### src/rtl/adc_stats_pkg.sv
`default_nettype none
// ============================================================================
//  Module      : adc_stats_pkg
//  Description : Shared constants and types for the ADC statistics framer.
//                Frame geometry, word-index constants, FSM state encoding
//                and the default header byte.
//  Revision    : 1.0 - initial release
// ============================================================================
package adc_stats_pkg;

    localparam int FRAME_WORDS = 6;

    // Position of each field inside the 6-word status frame
    localparam logic [2:0] W_HDR    = 3'd0;
    localparam logic [2:0] W_DC     = 3'd1;
    localparam logic [2:0] W_PEAK   = 3'd2;
    localparam logic [2:0] W_PWR_HI = 3'd3;
    localparam logic [2:0] W_PWR_LO = 3'd4;
    localparam logic [2:0] W_FLAGS  = 3'd5;

    localparam logic [7:0] HEADER_DEFAULT = 8'hA5;

    typedef enum logic [0:0] {
        ST_IDLE = 1'b0,
        ST_SEND = 1'b1
    } state_t;

endpackage
`default_nettype wire

### src/rtl/stats_req_timer.sv
`default_nettype none
// ============================================================================
//  Module      : stats_req_timer
//  Description : Free-running periodic request generator. Emits a one-cycle
//                tick on the clock edge where the PERIOD_BITS-wide counter
//                wraps back to zero, i.e. one tick every 2^PERIOD_BITS clocks.
//                PERIOD_BITS = 0 removes the counter and ties tick low.
//  Revision    : 1.0 - initial release
//
//  Ports:
//    clock  in   sole clock
//    reset  in   synchronous active-high reset (counter -> 0)
//    tick   out  one-cycle periodic request strobe
// ============================================================================
module stats_req_timer #(
    parameter int PERIOD_BITS = 0
) (
    input  logic clock,
    input  logic reset,
    output logic tick
);

    generate
        if (PERIOD_BITS > 0) begin : g_timer
            logic [PERIOD_BITS-1:0] r_count;

            always_ff @(posedge clock) begin
                if (reset) begin
                    r_count <= '0;
                end else begin
                    r_count <= r_count + PERIOD_BITS'(1);
                end
            end

            // All-ones means the counter returns to zero on this edge
            assign tick = &r_count;
        end else begin : g_no_timer
            logic w_unused_inputs;
            assign w_unused_inputs = clock ^ reset;
            assign tick            = 1'b0;
        end
    endgenerate

endmodule
`default_nettype wire

### src/rtl/adc_stats_framer.sv
`default_nettype none
// ============================================================================
//  Module      : adc_stats_framer
//  Description : Snapshots the peak/DC/power detector results on request and
//                serialises them as a 6-word, 16-bit status frame over a
//                valid/ready handshake. Keeps a sticky overload flag and a
//                saturating dropped-request counter that are reported in the
//                last frame word and cleared when that word is accepted.
//  Revision    : 1.0 - initial release
//
//  Ports:
//    clock      in   sole clock
//    reset      in   synchronous active-high reset
//    dc         in   [15:0] signed DC estimate
//    peak       in   [15:0] unsigned peak amplitude
//    power      in   [31:0] unsigned average power
//    req        in   single-cycle snapshot request
//    out_data   out  [15:0] frame word
//    out_valid  out  out_data holds a valid word
//    out_ready  in   consumer accepts the word when high with out_valid
//    out_last   out  high with the final frame word
//    busy       out  a frame is in progress
//    overload   out  sticky overload flag (live)
// ============================================================================
module adc_stats_framer
    import adc_stats_pkg::*;
#(
    parameter logic [15:0] OVL_THRESH       = 16'd32000,
    parameter logic [7:0]  HEADER           = HEADER_DEFAULT,
    parameter int          AUTO_PERIOD_BITS = 0
) (
    input  logic               clock,
    input  logic               reset,
    input  logic signed [15:0] dc,
    input  logic        [15:0] peak,
    input  logic        [31:0] power,
    input  logic               req,
    output logic        [15:0] out_data,
    output logic               out_valid,
    input  logic               out_ready,
    output logic               out_last,
    output logic               busy,
    output logic               overload
);

    state_t      r_state;
    logic [2:0]  r_idx;
    logic [15:0] r_snap_dc;
    logic [15:0] r_snap_peak;
    logic [31:0] r_snap_power;
    logic [7:0]  r_seq;
    logic [3:0]  r_dropped;
    logic        r_ovl;
    logic [15:0] r_out_data;
    logic        r_out_valid;
    logic        r_out_last;

    logic        w_tick;
    logic        w_eff_req;
    logic        w_accept;
    logic        w_accept_last;
    logic        w_ovl_set;
    logic        w_drop;
    logic        w_ovl_nxt;
    logic [3:0]  w_drop_nxt;
    logic [2:0]  w_idx_nxt;
    logic [15:0] w_next_word;

    stats_req_timer #(
        .PERIOD_BITS (AUTO_PERIOD_BITS)
    ) u_timer (
        .clock (clock),
        .reset (reset),
        .tick  (w_tick)
    );

    assign w_eff_req     = req | w_tick;
    assign w_accept      = r_out_valid & out_ready;
    assign w_accept_last = w_accept & (r_idx == W_FLAGS);
    assign w_ovl_set     = (peak >= OVL_THRESH);
    // Any request seen while a frame is in flight is lost, including one on
    // the very edge the last word is accepted.
    assign w_drop        = w_eff_req & (r_state == ST_SEND);

    // A new event on the clearing edge wins over the clear
    assign w_ovl_nxt = w_ovl_set | (r_ovl & ~w_accept_last);

    always_comb begin
        w_drop_nxt = r_dropped;
        if (w_accept_last) begin
            w_drop_nxt = w_drop ? 4'd1 : 4'd0;
        end else if (w_drop && (r_dropped != 4'hF)) begin
            w_drop_nxt = r_dropped + 4'd1;
        end
    end

    assign w_idx_nxt = r_idx + 3'd1;

    // Word presented after the current one is accepted. The flags word
    // captures overload/dropped as they stand after this edge, so events on
    // the loading edge are reported; the word then stays frozen while held.
    always_comb begin
        w_next_word = {HEADER, r_seq};
        case (w_idx_nxt)
            W_DC:     w_next_word = r_snap_dc;
            W_PEAK:   w_next_word = r_snap_peak;
            W_PWR_HI: w_next_word = r_snap_power[31:16];
            W_PWR_LO: w_next_word = r_snap_power[15:0];
            W_FLAGS:  w_next_word = {w_ovl_nxt, 3'b000, w_drop_nxt, 8'h00};
            default:  w_next_word = {HEADER, r_seq};
        endcase
    end

    always_ff @(posedge clock) begin
        if (reset) begin
            r_state      <= ST_IDLE;
            r_idx        <= W_HDR;
            r_snap_dc    <= '0;
            r_snap_peak  <= '0;
            r_snap_power <= '0;
            r_seq        <= '0;
            r_dropped    <= '0;
            r_ovl        <= 1'b0;
            r_out_data   <= '0;
            r_out_valid  <= 1'b0;
            r_out_last   <= 1'b0;
        end else begin
            r_ovl     <= w_ovl_nxt;
            r_dropped <= w_drop_nxt;

            case (r_state)
                ST_IDLE: begin
                    if (w_eff_req) begin
                        r_snap_dc    <= dc;
                        r_snap_peak  <= peak;
                        r_snap_power <= power;
                        r_idx        <= W_HDR;
                        r_out_data   <= {HEADER, r_seq};
                        r_out_valid  <= 1'b1;
                        r_out_last   <= 1'b0;
                        r_state      <= ST_SEND;
                    end
                end
                ST_SEND: begin
                    if (w_accept) begin
                        if (r_idx == W_FLAGS) begin
                            r_out_valid <= 1'b0;
                            r_out_last  <= 1'b0;
                            r_out_data  <= '0;
                            r_seq       <= r_seq + 8'd1;
                            r_state     <= ST_IDLE;
                        end else begin
                            r_idx      <= w_idx_nxt;
                            r_out_data <= w_next_word;
                            r_out_last <= (w_idx_nxt == W_FLAGS);
                        end
                    end
                end
                default: begin
                    r_state <= ST_IDLE;
                end
            endcase
        end
    end

    assign out_data  = r_out_data;
    assign out_valid = r_out_valid;
    assign out_last  = r_out_last;
    assign busy      = (r_state == ST_SEND);
    assign overload  = r_ovl;

endmodule
`default_nettype wire

### config.mk
export PLATFORM = sky130hd
export DESIGN_NAME = adc_stats_framer
export DESIGN_NICKNAME = d
export VERILOG_FILES = /design/src/rtl/adc_stats_pkg.sv /design/src/rtl/stats_req_timer.sv /design/src/rtl/adc_stats_framer.sv
export SDC_FILE = /design/constraint.sdc
export NUM_CORES = 1
export LEC_CHECK = 0
export CAP_MARGIN = 20
export CORE_MARGIN = 2
export CORE_UTILIZATION = 46
export DETAILED_ROUTE_END_ITERATION = 6
export PLACE_DENSITY = 0.73
export SYNTH_ARGS = -nofsm -noshare
export SYNTH_HDL_FRONTEND = slang
export SYNTH_SLANG_ARGS = --single-unit
### constraint.sdc
create_clock -name clock -period 2.01 [get_ports clock]
set_input_delay 0.3015 -clock clock [delete_from_list [all_inputs] [get_ports clock]]
set_output_delay 0.3015 -clock clock [all_outputs]
set_load 0.005 [all_outputs]
==> flow_summary.json <==
{
  "outcome": "finished, violations left",
  "failed_checks": "design-rule violations, negative setup slack",
  "cts-root-buf": "clkbuf_8",
  "setup_violations": 1,
  "hold_viol": 0,
  "ant_nets": 0,
  "ir_drop_mv": 0.403,
  "grt.total_usage": 0.239,
  "final.period_utilization": 1.01,
  "clock_sinks": 99,
  "grt_max_degree": 66,
  "finalMaxSlewViolations": 0,
  "die_h_um": 99.5,
  "crit_fanout": 12,
  "hold_path.class": "primary input to flip-flop",
  "worstSetupEndpointType": "flip-flop",
  "hold_ws_ps": 391,
  "drc": 7,
  "dpl_worst_slack_ps": -23.9,
  "rows": 34,
  "port_buffers": 87,
  "ios": 88,
  "antenna_cells": 0,
  "die_w_um": 99.5,
  "min_period_ps": 2030,
  "synthArstFlopShare": 0,
  "nets": 686,
  "cts_tree": "built",
  "syn_nets": 605,
  "worst_pin_slew_ps": 521,
  "cp-start-kind": "flip-flop",
  "dp_hpwl_mm": 8.57,
  "drive_gt1_frac": 0.0976,
  "drt-total-wl_mm": 11.7,
  "via_per_inst": 5.68,
  "drt_pass1_iterations": 7,
  "synthCells": 530,
  "synth_seq_area_share": 0.473,
  "cts_made_buffers": 9,
  "grt_overflow": 0,
  "antenna_found_initial": 0,
  "first_iter_violations": 338,
  "clockBufferDepth": 2,
  "grt_pass1_wl_mm": 18.7,
  "synth_ff_type": "dfxtp_1",
  "cts_hold_buf": 0,
  "maxCapViolCount": 0,
  "area_delta_synth_final_pct": 30.8,
  "fin_skew_ps": 7.53,
  "grt_pass1_vias": 3931,
  "start_util": 0.478,
  "synth_edf_count": 0,
  "rsz0062_at_grt": "true",
  "critical_path_class": "flip-flop to flip-flop",
  "fin_ws_ps": -24.7,
  "cp_data_required_time_ps": 2280,
  "worstPathArrival_ps": 2310,
  "synth_seq_cells": 99,
  "syn_area_per_cell_um2": 7.91,
  "powerDensity_nw_per_um2": 730,
  "p_leak_nw": 1.99,
  "place_congestion": 0.897,
  "ys_types": 44,
  "clk_latency_ps": 360,
  "num_vias": 4108,
  "wl_per_cell_um": 16.2,
  "die-area_um2": 9890,
  "clkTransAtPathRegs_ps": 90,
  "core_area_um2": 8760,
  "yosys_warnings": 0,
  "ctsHtreeMaxLevel": 3,
  "netlist_area_um2": 4190,
  "max_slew_margin": 0.653,
  "fmax_ghz": 0.491
}
## power by group
group	switching [mW]	internal (mW)	leakage [nW]	total [mW]
clock network	0.635	0.706	0.109	1.34
registers	0.0716	2.06	0.812	2.13
logic	0.252	0.275	1.07	0.527
## layout by cell type, fill, tap and decap left out, types with 2 or more instances in the layout
cell type and instances:
ha_1 5, o211ai_1 2, o21ai_0 18, ha_2 2
clkdlybuf4s50_1 86, clkbuf_8 13, a211oi_1 4, nand4_1 3
nor3b_1 2, nor2_1 26, dfxtp_2 2, a22oi_1 2
a21oi_1 73, o21ai_1 9, o21a_1 2, a222oi_1 16
and2_1 2, and3_1 3, buf_4 21, dfxtp_1 97
nand3_1 19, inv_1 5, a211oi_2 7, nand2_1 155
mux2i_1 2, nor3_1 4, o221a_2 2, xor2_1 4
xnor2_1 3
## synth_stat cells, types with 3 or more instances
master    instances  area share
mux2i_1           3      0.0072
xnor2_1           3      0.0063
nand3_1          19       0.023
a222oi_1         16       0.038
nand4_1           3      0.0045
o21ai_0          19       0.023
nor3_1            5      0.0060
clkbuf_1         34       0.030
a21oi_1          73       0.087
inv_1             5      0.0045
buf_1             4      0.0036
nor2_1           26       0.023
dfxtp_1          99        0.47
a211oi_2          7       0.021
o21ai_1           8      0.0095
xor2_1            4      0.0084
ha_1              7       0.021
a211oi_1          4      0.0072
and3_1            3      0.0045
nand2_1         155        0.14
nor2b_1           3      0.0045
## metrics by stage
| step | std cells | instance area, um2 | TNS (ps) | total power, mW | utilization |
|---|---|---|---|---|---|
| 2_1_floorplan | 530 | 4190 | 0 | 2.41 | - |
| 4_1_cts | 723 | 5450 | 0 | 4.01 | 0.622 |
| 5_1_grt | 723 | 5480 | -687 | 4.15 | 0.626 |
| 6_report | 723 | 5480 | -24.7 | 4.00 | 0.626 |
| 3_5_place_dp | 707 | 5230 | -23.9 | 2.70 | 0.597 |
| 3_3_place_gp | 707 | 5230 | 0 | 2.69 | 0.597 |
## critical path, cell delays in order (launching register included)
cell and delay [ps]:
dfxtp_2 390, inv_1 90, ha_1 200, buf_4 180, nor3_2 250, mux2i_2 150, o21ai_2 180, buf_4 170
o21ai_1 100, a211oi_2 240
## what timing repair did
item | in CTS | in global routing
gates cloned | 0 | 0
resized for setup | 1 | 9
setup endpoints to repair | 7 | 14
pin swaps | 1 | 1
setup buffers | 1 | 0
## per-layer routing
| metal | part of all wire | vias up | GRT usage |
|---|---|---|---|
| li1 | - | 1998 | - |
| met1 | 0.42 | 1944 | 0.297 |
| met2 | 0.50 | 143 | 0.418 |
| met3 | 0.059 | 23 | 0.0358 |
| met4 | 0.023 | 0 | 0.0906 |
| met5 | 0 | - | 0 |
## area by class of cell
| type | instances | area (um2) |
|---|---|---|
| clock buffer | 14 | 183 |
| clock inverter | 1 | 30.0 |
| fill | 774 | 3280 |
| inverter | 5 | 18.8 |
| multi-input combinational | 386 | 2080 |
| sequential | 99 | 1980 |
| tap | 108 | 135 |
| timing repair buffer | 110 | 1050 |
## flip-flops by register name, indices dropped and copies added, names as in the netlist
| register | count |
|---|---|
| r_dropped | 4 |
| r_seq | 8 |
| out_data | 16 |
| out_valid | 1 |
| busy | 1 |
| overload | 1 |
| r_idx | 3 |
| r_snap_peak | 16 |
| out_last | 1 |
| r_snap_power | 32 |
| r_snap_dc | 16 |
## logic make-up after synthesis
group	count (synthesis)	synth area share
fa+ha+maj	7	0.0209
mux	3	0.00716
compound gates	144	0.220
flops	99	0.473
xor+xnor	8	0.0185
buf+inv	45	0.0409
simple gates	224	0.220
## path summary, 6_finish.rpt
| check | end | from | cells after the start | slack [ps] |
|---|---|---|---|---|
| worst max-delay path | out_data[6] | r_idx[1] | 9 | -20 |
| worst min-delay path | r_seq[7] | reset | 2 | 390 |
| worst max register to register | out_data[6] | r_idx[1] | 9 | -20 |
| worst min register to register | r_snap_power[14] | r_snap_power[14] | 2 | 460 |
Note: power is estimated with default switching activity, not from simulation.
